File: src/rtl/adder_pkg.sv
// Shared types and default sizes for the param_adder_pipe block.
// Optional build macro PARAM_ADDER_SAT_EN is consumed by param_adder_pipe.sv.
package adder_pkg;

  typedef enum logic {
    MODE_ADD = 1'b0,
    MODE_ACC = 1'b1
  } add_mode_e;

  localparam int DEF_WIDTH   = 8;
  localparam int DEF_LAT     = 2;
  localparam int DEF_COUNT_W = 16;

endpackage

File: src/rtl/param_adder_pipe_if.sv
// Operand/result handshake bundle for param_adder_pipe.
// master = driver side, slave = adder side.
interface param_adder_pipe_if #(
  parameter int WIDTH   = 8,
  parameter int COUNT_W = 16
);
  logic               in_valid;
  logic               in_ready;
  logic               mode;
  logic [WIDTH-1:0]   a;
  logic [WIDTH-1:0]   b;
  logic               cin;
  logic               clr;
  logic               out_valid;
  logic               out_ready;
  logic [WIDTH-1:0]   sum;
  logic               cout;
  logic               ovf_sticky;
  logic [COUNT_W-1:0] op_count;

  modport master (
    output in_valid, mode, a, b, cin, clr, out_ready,
    input  in_ready, out_valid, sum, cout, ovf_sticky, op_count
  );

  modport slave (
    input  in_valid, mode, a, b, cin, clr, out_ready,
    output in_ready, out_valid, sum, cout, ovf_sticky, op_count
  );
endinterface

File: src/rtl/adder_pipe_stage.sv
// One pipeline register slice: loads d when en is high, clears on rst.
module adder_pipe_stage #(
  parameter int W = 10
) (
  input  logic         clk,
  input  logic         rst,
  input  logic         en,
  input  logic [W-1:0] d,
  output logic [W-1:0] q
);

  always_ff @(posedge clk) begin
    if (rst) begin
      q <= '0;
    end else if (en) begin
      q <= d;
    end
  end

endmodule

File: src/rtl/param_adder_pipe.sv
// Pipelined adder with valid/ready flow control and an accumulate mode.
// Define PARAM_ADDER_SAT_EN to saturate the result on carry-out instead of wrapping.
module param_adder_pipe
  import adder_pkg::*;
#(
  parameter int WIDTH   = DEF_WIDTH,
  parameter int LAT     = DEF_LAT,
  parameter int COUNT_W = DEF_COUNT_W
) (
  input logic               clk,
  input logic               rst,
  param_adder_pipe_if.slave bus
);

  typedef struct packed {
    logic             valid;
    logic [WIDTH-1:0] sum;
    logic             cout;
  } stage_t;

  localparam int STAGE_W = $bits(stage_t);

  logic [STAGE_W-1:0] q_arr [1:LAT];
  stage_t             stage_in;
  stage_t             out_stage;

  logic [WIDTH-1:0]   acc_reg;
  logic               ovf_reg;
  logic [COUNT_W-1:0] count_reg;

  logic               advance;
  logic               accept;
  add_mode_e          mode;
  logic [WIDTH-1:0]   acc_eff;
  logic [WIDTH-1:0]   operand;
  logic [WIDTH:0]     full;
  logic               carry;
  logic [WIDTH-1:0]   res_sum;

  assign out_stage = stage_t'(q_arr[LAT]);

  // The whole pipe moves together; only a held result at the tail blocks it.
  assign advance = !out_stage.valid || bus.out_ready;
  assign accept  = bus.in_valid && advance;
  assign mode    = add_mode_e'(bus.mode);

  // A clear in the same cycle as an ACC beat makes that beat start from zero.
  assign acc_eff = bus.clr ? '0 : acc_reg;
  assign operand = (mode == MODE_ACC) ? acc_eff : bus.b;
  assign full    = {1'b0, bus.a} + {1'b0, operand} + {{WIDTH{1'b0}}, bus.cin};
  assign carry   = full[WIDTH];

`ifdef PARAM_ADDER_SAT_EN
  assign res_sum = carry ? '1 : full[WIDTH-1:0];
`else
  assign res_sum = full[WIDTH-1:0];
`endif

  assign stage_in.valid = accept;
  assign stage_in.sum   = res_sum;
  assign stage_in.cout  = carry;

  for (genvar gi = 0; gi < LAT; gi++) begin : g_stage
    logic [STAGE_W-1:0] d;
    if (gi == 0) begin : g_first
      assign d = stage_in;
    end else begin : g_rest
      assign d = q_arr[gi];
    end
    adder_pipe_stage #(.W(STAGE_W)) u_stage (
      .clk (clk),
      .rst (rst),
      .en  (advance),
      .d   (d),
      .q   (q_arr[gi+1])
    );
  end

  always_ff @(posedge clk) begin
    if (rst) begin
      acc_reg   <= '0;
      ovf_reg   <= 1'b0;
      count_reg <= '0;
    end else begin
      if (accept && mode == MODE_ACC) begin
        acc_reg <= res_sum;
      end else if (bus.clr) begin
        acc_reg <= '0;
      end

      if (bus.clr) begin
        ovf_reg <= accept && carry;
      end else if (accept && carry) begin
        ovf_reg <= 1'b1;
      end

      if (accept && count_reg != '1) begin
        count_reg <= count_reg + 1'b1;
      end
    end
  end

  assign bus.in_ready   = advance;
  assign bus.out_valid  = out_stage.valid;
  assign bus.sum        = out_stage.sum;
  assign bus.cout       = out_stage.cout;
  assign bus.ovf_sticky = ovf_reg;
  assign bus.op_count   = count_reg;

endmodule
File: src/flat_wrapper.sv
// flat-port wrapper written by rule: the top's interface ports become plain ports
module param_adder_pipe_flat import adder_pkg::*;
#(
  parameter int WIDTH   = DEF_WIDTH,
  parameter int LAT     = DEF_LAT,
  parameter int COUNT_W = DEF_COUNT_W
)
  (clk, rst, bus_in_valid, bus_mode, bus_a, bus_b, bus_cin, bus_clr, bus_out_ready, bus_in_ready, bus_out_valid, bus_sum, bus_cout, bus_ovf_sticky, bus_op_count);
  param_adder_pipe_if #(.WIDTH(WIDTH), .COUNT_W(COUNT_W)) bus_i ();
  input logic clk;
  input logic rst;
  input wire logic [$bits(bus_i.in_valid)-1:0] bus_in_valid;
  input wire logic [$bits(bus_i.mode)-1:0] bus_mode;
  input wire logic [$bits(bus_i.a)-1:0] bus_a;
  input wire logic [$bits(bus_i.b)-1:0] bus_b;
  input wire logic [$bits(bus_i.cin)-1:0] bus_cin;
  input wire logic [$bits(bus_i.clr)-1:0] bus_clr;
  input wire logic [$bits(bus_i.out_ready)-1:0] bus_out_ready;
  output wire logic [$bits(bus_i.in_ready)-1:0] bus_in_ready;
  output wire logic [$bits(bus_i.out_valid)-1:0] bus_out_valid;
  output wire logic [$bits(bus_i.sum)-1:0] bus_sum;
  output wire logic [$bits(bus_i.cout)-1:0] bus_cout;
  output wire logic [$bits(bus_i.ovf_sticky)-1:0] bus_ovf_sticky;
  output wire logic [$bits(bus_i.op_count)-1:0] bus_op_count;
  assign bus_i.in_valid = bus_in_valid;
  assign bus_i.mode = bus_mode;
  assign bus_i.a = bus_a;
  assign bus_i.b = bus_b;
  assign bus_i.cin = bus_cin;
  assign bus_i.clr = bus_clr;
  assign bus_i.out_ready = bus_out_ready;
  assign bus_in_ready = bus_i.in_ready;
  assign bus_out_valid = bus_i.out_valid;
  assign bus_sum = bus_i.sum;
  assign bus_cout = bus_i.cout;
  assign bus_ovf_sticky = bus_i.ovf_sticky;
  assign bus_op_count = bus_i.op_count;
  param_adder_pipe #(.WIDTH(WIDTH), .LAT(LAT), .COUNT_W(COUNT_W)) u_core (.clk(clk), .rst(rst), .bus(bus_i));
endmodule
File: config.mk
export PLATFORM = sky130hd
export DESIGN_NAME = param_adder_pipe_flat
export DESIGN_NICKNAME = d
export VERILOG_FILES = /design/src/rtl/adder_pkg.sv /design/src/rtl/param_adder_pipe_if.sv /design/src/rtl/adder_pipe_stage.sv /design/src/rtl/param_adder_pipe.sv /design/src/flat_wrapper.sv
export SDC_FILE = /design/constraint.sdc
export NUM_CORES = 1
export LEC_CHECK = 0
export ABC_AREA = 1
export CAP_MARGIN = 20
export CORE_ASPECT_RATIO = 0.8
export CORE_UTILIZATION = 33
export DETAILED_ROUTE_END_ITERATION = 10
export PLACE_DENSITY = 0.54
export SKIP_LAST_GASP = 1
export SYNTH_ARGS = -nofsm -noshare
export SYNTH_HDL_FRONTEND = slang
export SYNTH_SLANG_ARGS = --single-unit
File: constraint.sdc
create_clock -name clk -period 4.4 [get_ports clk]
set_clock_uncertainty 0.2 [all_clocks]
set_input_delay 0.44 -clock clk [delete_from_list [all_inputs] [get_ports clk]]
set_output_delay 0.44 -clock clk [all_outputs]
set_load 0.01 [all_outputs]
Yosys cells after proc, flatten, opt, wreduce, memory -nomap -nowiden
Index checks and enable logic that the tools add are counted.

storage, ports and cells
  bits in registers = 45
  logic and storage cells = 21

cells by class
  add/subtract/negate cells = 3
  equality and inequality tests = 1
  mux-type cells = 5
  reduce and logical (&&, ||, !) cells = 7

operators with widths
  operator                                                          count
  8-bit 2-to-1 mux                                                  3
  16-bit by 1-bit adder with 16-bit output (second input constant)  1
  16-bit inequality test (second input constant)                    1
  8-bit by 8-bit adder with 9-bit output                            1
  9-bit by 1-bit adder with 9-bit output                            1
  1-bit logical AND                                                 4
  1-bit 2-to-1 mux                                                  2
  2-bit nonzero test                                                1
  1-bit zero test                                                   1
  1-bit logical OR                                                  1

Longest topological paths before layout
Gate-level depths: netlist of the first run.

  word-level depth = 7
  depth in mapped cells = 13
  mapped depth without buffers = 13

Modules after synthesis
A second synthesis of the first run with hierarchy kept.

unflattened totals
  cell total of the unflattened synthesis = 406
  area, all modules = 2623.8 µm²

modules (own cells, without submodules)
  module            times used  cells an instance  area each (µm²)  sequential area each (µm²)
  param_adder_pipe  1           280                1785.5           500.5
  adder_pipe_stage  2           63                 419.2            200.2

Worst setup path after synthesis of the first run
Ideal clock, no wire load.

  path kind = input port to flip-flop
  from = in bus_clr
  to = reg u_core.g_stage[0].u_stage.q[5]
  library setup time = 57 ps
  arrival = 2069 ps
  required time = 4143 ps
  setup slack = 2074 ps
  cell stages on the path = 12
  cell sequence = clkinv_1 > nand2_1 > nand2_1 > o21ai_0 > fa_1 > fa_1 > inv_1 > nand3_1 > nand3_1 > xor2_1 > o21bai_1 > inv_1

on the way
  cells in the longest elaborated chain, start to end = 4

RTL lines
  element                                 RTL line                text
  start, declared                         flat_wrapper.sv:17      input wire logic [$bits(bus_i.clr)-1:0] bus_clr;
  8-bit 2-to-1 mux                        param_adder_pipe.sv:48  assign acc_eff = bus.clr ? '0 : acc_reg;
  8-bit 2-to-1 mux                        param_adder_pipe.sv:49  assign operand = (mode == MODE_ACC) ? acc_eff : bus.b;
  8-bit by 8-bit adder with 9-bit output  param_adder_pipe.sv:50  assign full = {1'b0, bus.a} + {1'b0, operand} + {{WIDTH{1'b0}}, bus.cin};
  9-bit by 1-bit adder with 9-bit output  param_adder_pipe.sv:50
  end signal, assigned                    adder_pipe_stage.sv:14  q <= '0;
  end signal, assigned                    adder_pipe_stage.sv:16  q <= d;
  end, declared                           adder_pipe_stage.sv:9   output logic [W-1:0] q

No other way between the ends.
A chain may end at the register's enable or synchronous reset.

Worst setup path in the final report of the first run
  from = in bus_clr
  to = reg u_core.g_stage[0].u_stage.q[8]

Same word-level chain as after synthesis.

==> flow_summary.yaml, run 1 <==
outcome:
  run_status: "completed"
setup_path:
  critical_path_class: "in -> reg"
  path_cells: "clkdlybuf4s50_1 > clkinv_1 > nand2_1 > o21ai_0 > ha_1 > inv_1 > o21ai_0 > nand3_1 > nand3_1 > nand3_1 > nand2_1 > inv_1"
  critical_path.max_fanout: 9
  cp_num_buf_inv: 4
  endpoint_kind: "register"
  crit_top_cell: "nand3_1"
  cp.arrival_ns: 2.70
  crit_family: "buffers and inverters"
  cp-start-kind: "input pin"
  slowest_delay_ns: 0.46
  cp_slowest_cell: "clkdlybuf4s50_1"
  critPathRequiredTime_ns: 4.41
routing:
  viasPerCell: 4.51
  drc_errors: 0
  wirelength_um: 6060
  firstDrtPassIters: 4
  route.detailed.wl_per_inst_um: 11.3
  vias: 2422
  drt_iter0_drc: 100
  ant_nets: 0
synth:
  yosysMostFrequentCell: "nand2_1"
  yosys.area.top_type_share_pct: 35.2
  avgSynthCellArea_um2: 6.67
  ys_types: 28
  syn_inst: 384
  synth_edf_count: 0
  synth_top_area_cell: "dfxtp_1"
  synthesis.area_um2: 2560
  synth_common_cells: "104 x nand2_1, 48 x nor2_1, 47 x inv_1"
  ys_seq_area_share_pct: 35.2
  synth_ff_type: "dfxtp_1"
  async_flop_share_pct: 0
  yosysWarnings: 0
  ys_ff_latch: 45
  synth_area_leaders: "dfxtp_1 35%, nand2_1 15%, nor2_1 7.0%"
  synth_fp_nets: 417
floorplan:
  ios: 51
  dieWidth_um: 100
  start_util_pct: 34.3
  dieArea_um2: 8120
  coreArea_um2: 7460
  dieHeight_um: 80.8
  rows: 28
clocking:
  clkLatencyLatePin_ns: 0.30
  htree_levels: 2
  hold_buffers: 0
  numCtsBuffers: 5
  clock-sinks: 45
  post_cts_buffers: 0
  clk_pin_slew_ns: 0.09
  tritoncts: "built"
  cts.path.max_buffers: 2
  post_cts_resized: 0
  clockRootBuffer: "clkbuf_8"
global_route:
  grt_overflow: 0
  grt_max_degree: 28
  grt_pass1_vias: 2150
  grt_pass1_wl_um: 10200
  grt_use_total_pct: 16.2
  antenna_found_initial: 0
place:
  portBuffers: 50
  globalplace.congestion: 0.841
  hpwl_um: 4490
  postPlaceCellArea_um2: 3140
  pre_cts_ws_ns: 1.40
finish:
  fill_cells: 791
  drive_gt1_share_pct: 7.64
  layout.nets: 464
  largest_reg_flops: 20
  fin_area_um2: 3220
  n_antenna_cell: 0
  syn2layout_area_growth_pct: 25.9
timing:
  slew_headroom_pct: 52.7
  timing.fmax_mhz: 371
  min_period_over_period_pct: 61.2
  slew_viol_final: 0
  min_period_ns: 2.69
  setup_viol: 0
  finalSetupTns_ns: 0
  grt_setup_unrepaired: "no"
  timing.final.ws_setup_ns: 1.71
  tightest_slew_ns: 0.709
  whs_ns: 0.278
  hold_viol_final: 0
job:
  maxCapViolCount: 0
pwr:
  p_per_area_nw_per_um2: 271
  vdd_drop_max_v: 0.000106
  p_leak_nw: 1.43
worst_hold_path:
  min_path_type: "reg -> reg"
routing by layer:
layer  vias up  track usage, %  part of all wire, %
li1       1303               -                    -
met1      1060            23.0                   53
met2        51            24.5                   41
met3         8            3.27                  4.5
met4         0            5.22                  1.3
met5         -               0                    0
final timing paths:
path / slack [ns] / to / cells past startpoint / from
hold reg to reg: 0.28 / u_core.g_stage[1].u_stage.q[9] / 2 / u_core.g_stage[0].u_stage.q[9]
setup reg to reg: 2.12 / u_core.acc_reg[5] / 10 / u_core.g_stage[1].u_stage.q[9]
setup / recovery: 1.71 / u_core.g_stage[0].u_stage.q[8] / 12 / bus_clr
hold / removal: 0.28 / u_core.g_stage[1].u_stage.q[9] / 2 / u_core.g_stage[0].u_stage.q[9]
layout by cell type (no fill, tap or decap), drive strengths merged:
| cell type | instances |
|---|---|
| a21oi | 26 |
| buf | 1 |
| clkbuf | 7 |
| clkdlybuf4s50 | 50 |
| clkinv | 1 |
| clkinvlp | 1 |
| dfxtp | 45 |
| fa | 2 |
| ha | 8 |
| inv | 52 |
| nand2 | 108 |
| nand3 | 22 |
| nand3b | 3 |
| nand4 | 7 |
| nor2 | 54 |
| o21a | 1 |
| o21ai | 32 |
| o21bai | 3 |
| or2 | 1 |
| xnor2 | 4 |
| xor2 | 4 |
worst min-delay path, delay by kind of cell (launching register included):
family	cells	cell delay, ns
DFF	1	0.34
and+or+nand+nor	2	0.12
through the flow:
step                cells  utilization (%)  power, mW
floorplan             384                -      0.562
global placement      529             42.1      0.628
detailed placement    529             42.1      0.629
CTS                   537             43.2      0.884
global route          537             43.2      0.927
finish                537             43.2      0.874
final cells by class:
cell class                      instances  area [µm²]  share of cell area (%)
Tap cell                              105         131                    4.08
Sequential cell                        45         901                    28.0
Multi-Input combinational cell        275        1400                    43.4
Timing Repair Buffer                   51         508                    15.8
Clock inverter                          1        7.51                   0.233
Clock buffer                            7        76.3                    2.37
Inverter                               53         199                    6.17
logic make-up (layout without fill, tap and decap cells):
family	Yosys count	count (layout)	share of synthesized area, %
AND/OR/NAND/NOR	195	195	32.5
buffers and inverters	64	112	10.2
AO/OA/AOI/OAI	62	62	14.0
flip-flops	45	45	35.2
adder cells (fa/ha/maj)	10	10	5.47
XOR/XNOR	8	8	2.74
where the power goes:
group	total [mW]	internal (mW)	switching [mW]
clock	0.255	0.113	0.142
combinational	0.173	0.0780	0.0947
sequential	0.446	0.434	0.0125
total	0.874	0.624	0.250
(Power assumes the default switching activity.)
==> inputs of run 2 (changes only) <==
==> constraint.sdc (replaced) <==
create_clock -name clk -period 2.6 [get_ports clk]
set_clock_uncertainty 0.2 [all_clocks]
set_input_delay 0.26 -clock clk [delete_from_list [all_inputs] [get_ports clk]]
set_output_delay 0.26 -clock clk [all_outputs]
set_load 0.01 [all_outputs]
==> flow_summary.yaml, run 2 (synthesized netlist as in run 1, its figures left out) <==
floorplan:
  dieHeight_um: 80.8
  ios: 51
  dieWidth_um: 100
  start_util_pct: 34.3
  coreArea_um2: 7460
  dieArea_um2: 8120
  rows: 28
clocking:
  clock-sinks: 45
  tritoncts: "built"
  cts.path.max_buffers: 2
  numCtsBuffers: 5
  post_cts_buffers: 0
  htree_levels: 2
  clkLatencyLatePin_ns: 0.29
  post_cts_resized: 0
  hold_buffers: 0
  clockRootBuffer: "clkbuf_8"
  clk_pin_slew_ns: 0.08
timing:
  finalSetupTns_ns: 0
  slew_viol_final: 0
  tightest_slew_ns: 0.708
  timing.final.ws_setup_ns: 0.256
  grt_setup_unrepaired: "no"
  min_period_over_period_pct: 90.2
  min_period_ns: 2.34
  slew_headroom_pct: 52.7
  timing.fmax_mhz: 427
  setup_viol: 0
  hold_viol_final: 0
  whs_ns: 0.271
setup_path:
  critical_path_class: "in -> reg"
  slowest_delay_ns: 0.42
  crit_family: "adder cells"
  critPathRequiredTime_ns: 2.63
  path_cells: "clkdlybuf4s50_1 > inv_2 > nand2_1 > nand2_1 > o21ai_0 > fa_1 > fa_2 > buf_4 > xnor2_1 > o21ai_0 > a21oi_1"
  cp-start-kind: "input pin"
  endpoint_kind: "register"
  cp_slowest_cell: "fa_1"
  critical_path.max_fanout: 4
  ff2ff_setup_slack_ns: 0.45
  cp.arrival_ns: 2.37
  cp_num_buf_inv: 3
routing:
  vias: 2445
  ant_nets: 0
  viasPerCell: 4.47
  route.detailed.wl_per_inst_um: 11.4
  drc_errors: 0
  drt_iter0_drc: 115
  wirelength_um: 6250
  firstDrtPassIters: 4
finish:
  n_antenna_cell: 0
  layout.nets: 474
  final_common_cell: "nand2_1"
  layout_common_cells: "104 x nand2_1, 50 x clkdlybuf4s50_1, 48 x nor2_1"
  drive_gt1_share_pct: 10.6
  syn2layout_area_growth_pct: 30.1
  largest_reg_flops: 20
pwr:
  p_total_mw: 1.54
  vdd_drop_max_v: 0.000223
  p_leak_nw: 1.50
  p_per_area_nw_per_um2: 463
place:
  globalplace.congestion: 0.838
  portBuffers: 50
  pre_cts_ws_ns: -0.105
  hpwl_um: 4690
global_route:
  antenna_found_initial: 0
  grt_pass1_vias: 2279
  grt_use_total_pct: 16.8
  grt_pass1_wl_um: 10800
  grt_max_degree: 28
  grt_overflow: 0
outcome:
  run_status: "completed"
worst_hold_path:
  min_path_type: "reg -> reg"
job:
  maxCapViolCount: 0
-- run 2: power by group --
part / switching [mW] / internal [mW] / total, mW / leakage [nW]
Sequential: 0.0223 / 0.734 / 0.756 / 0.369
Clock: 0.233 / 0.240 / 0.473 / 0.0542
Combinational: 0.164 / 0.148 / 0.312 / 1.08
-- run 2: tightest hold or removal path, delay by kind of cell (launching register included) --
| family | cells | cell delay [ns] |
|---|---|---|
| AND/OR/NAND/NOR | 1 | 0.06 |
| AO/OA/AOI/OAI | 1 | 0.06 |
| flip-flops | 1 | 0.32 |
-- run 2: area by class of cell --
type / instances / area, µm²
multi-input combinational: 275 / 1400
timing repair buffer: 61 / 596
tap: 105 / 131
inverter: 53 / 199
sequential: 45 / 901
fill: 801 / 4130
clock inverter: 1 / 5.00
clock buffer: 7 / 96.3
-- run 2: worst paths after layout --
kind                                                        to  cells after the start                            from
worst min register to register  u_core.g_stage[0].u_stage.q[9]                      2  u_core.g_stage[0].u_stage.q[9]
worst min-delay path            u_core.g_stage[0].u_stage.q[9]                      2  u_core.g_stage[0].u_stage.q[9]
worst max register to register               u_core.acc_reg[2]                      9               u_core.acc_reg[0]
worst max-delay path                         u_core.acc_reg[2]                     11                         bus_clr
-- run 2: stage by stage --
stage | std cells | cell area (µm²) | util [%]
after global routing | 547 | 3330 | 44.6
after CTS | 547 | 3330 | 44.6
final | 547 | 3330 | 44.6
after global placement | 539 | 3230 | 43.2
after detailed placement | 539 | 3230 | 43.2
after floorplan | 384 | 2560 | -
-- run 2: layer usage --
layer  part of all wire (%)  vias up  wire [µm]  GRT usage, %
li1                       -     1322          -             -
met4                    1.1        0         68          4.64
met3                    4.6        7        290          3.27
met2                     40       46       2520          25.1
met1                     54     1070       3370          24.6
met5                      0        -          0             0
==> inputs of run 3 (changes only) <==
==> constraint.sdc (replaced) <==
create_clock -name clk -period 2.2 [get_ports clk]
set_clock_uncertainty 0.2 [all_clocks]
set_input_delay 0.22 -clock clk [delete_from_list [all_inputs] [get_ports clk]]
set_output_delay 0.22 -clock clk [all_outputs]
set_load 0.01 [all_outputs]
==> flow_summary.yaml, run 3 (synthesized netlist as in run 1, its figures left out) <==
timing:
  timing.fmax_mhz: 481
  slew_viol_final: 0
  min_period_over_period_pct: 94.4
  min_period_ns: 2.08
  slew_headroom_pct: 79.6
  setup_viol: 0
  grt_setup_unrepaired: "no"
  tightest_slew_ns: 0.307
  hold_viol_final: 0
place:
  globalplace.congestion: 0.869
  portBuffers: 50
  hpwl_um: 4670
finish:
  largest_reg_flops: 20
  final_common_cell: "nand2_1"
  fill_cells: 783
  fin_util_pct: 46.4
  layout.nets: 484
  n_antenna_cell: 0
  syn2layout_area_growth_pct: 35.2
  layout_common_cells: "102 x nand2_1, 48 x nor2_1, 48 x clkdlybuf4s50_1"
  drive_gt1_share_pct: 15.0
job:
  maxCapViolCount: 0
global_route:
  grt_use_total_pct: 16.8
  grt_max_degree: 28
  grt_pass1_vias: 2348
  grt_pass1_wl_um: 10800
  grt_overflow: 0
  antenna_found_initial: 0
setup_path:
  cp_slowest_cell: "fa_2"
  cp_num_buf_inv: 1
  critical_path_class: "reg -> reg"
  endpoint_kind: "register"
  crit_family: "adder cells"
  path_cells: "nand2_2 > nand2_1 > o21ai_2 > fa_2 > fa_2 > buf_4 > xnor2_2 > o21ai_0 > a21oi_1"
  reg2reg_depth: 9
  critical_path.max_fanout: 2
  critPathRequiredTime_ns: 2.18
  path_depth: 9
  slowest_delay_ns: 0.38
  cp.arrival_ns: 2.06
  ff2ff_setup_slack_ns: 0.12
  crit_top_cell: "fa_2"
  cp-start-kind: "register"
routing:
  ant_nets: 0
  viasPerCell: 4.52
  vias: 2515
  drt_iter0_drc: 123
  firstDrtPassIters: 5
  drc_errors: 0
  wirelength_um: 6350
  route.detailed.wl_per_inst_um: 11.4
clocking:
  clock-sinks: 45
  numCtsBuffers: 5
  clockRootBuffer: "clkbuf_8"
  clk_pin_slew_ns: 0.08
  post_cts_buffers: 0
  tritoncts: "built"
  cts.path.max_buffers: 2
  hold_buffers: 0
  clkLatencyLatePin_ns: 0.30
  htree_levels: 2
pwr:
  p_leak_nw: 1.57
  seqPwrFrac_pct: 45.7
  swShare_pct: 26.6
  pwr-share-comb_pct: 20.6
  intPower_mw: 1.43
  p_per_area_nw_per_um2: 564
  p_total_mw: 1.95
  p_switching_uw: 519
  clock_power_share_pct: 33.7
  vdd_drop_max_v: 0.000273
worst_hold_path:
  min_path_type: "in -> reg"
  whs_path_depth: 6
floorplan:
  start_util_pct: 34.3
  dieHeight_um: 80.8
  dieArea_um2: 8120
  coreArea_um2: 7460
  dieWidth_um: 100
  rows: 28
  ios: 51
outcome:
  run_status: "completed"
run 3: cell count changes in the layout (fill, tap and decap cells not counted), sizes merged:
cell and change:
dlygate4sd2 +1, clkinv -1, dlymetal6s2s +1, buf +10, clkdlybuf4s50 -2, bufinv +1
run 3: layout make-up:
class / instances / area, µm² / area share, %
timing repair buffer: 71 / 663 / 19.2
clock inverter: 1 / 30.0 / 0.868
sequential: 45 / 902 / 26.1
tap: 105 / 131 / 3.80
inverter: 53 / 201 / 5.82
multi-input combinational: 275 / 1450 / 41.8
clock buffer: 7 / 86.3 / 2.49
run 3: worst paths after layout:
check	start	end
setup / recovery	u_core.acc_reg[0]	u_core.acc_reg[2]
hold / removal	bus_clr	u_core.acc_reg[0]
setup reg to reg	u_core.acc_reg[0]	u_core.acc_reg[2]
hold reg to reg	u_core.g_stage[0].u_stage.q[9]	u_core.g_stage[0].u_stage.q[9]
run 3: timing repair:
action	in CTS	in global routing
pin swaps	2	4
setup endpoints to repair	13	14
hold endpoints to repair	0	0
resized for setup	7	12
run 3: per-layer routing:
layer	routed length (µm)	track usage (%)
met5	0	0
met4	53	4.06
met3	211	3.01
met1	3480	24.0
met2	2610	26.4
run 3: worst reg2reg max path, cell delays in order, from the launching register on:
cell     delay, ns
dfxtp_2       0.34
nand2_2       0.05
nand2_1       0.06
o21ai_2       0.06
fa_2          0.36
fa_2          0.39
buf_4         0.15
xnor2_2       0.13
o21ai_0       0.17
a21oi_1       0.06
run 3: per-stage QoR:
step,hold WS [ns],cell area (µm²),setup TNS (ns),setup WS [ns],instances
final,0.139,3460,0,0.123,557
after global routing,0.183,3460,0,0.00580,557
after CTS,0.272,3420,-0.00272,-0.00272,557
after detailed placement,0.259,3290,-5.74,-0.465,549
after global placement,0.253,3290,-5.28,-0.408,549
after floorplan,0.204,2560,0,0.0940,384
run 3: power groups by stage:
stage	sequential, mW	clock [mW]	combinational (mW)
after CTS	0.892	0.676	0.394
after detailed placement	0.911	0	0.387
after global routing	0.899	0.705	0.454
after global placement	0.911	0	0.383
after floorplan	0.916	0	0.209
final	0.893	0.658	0.402
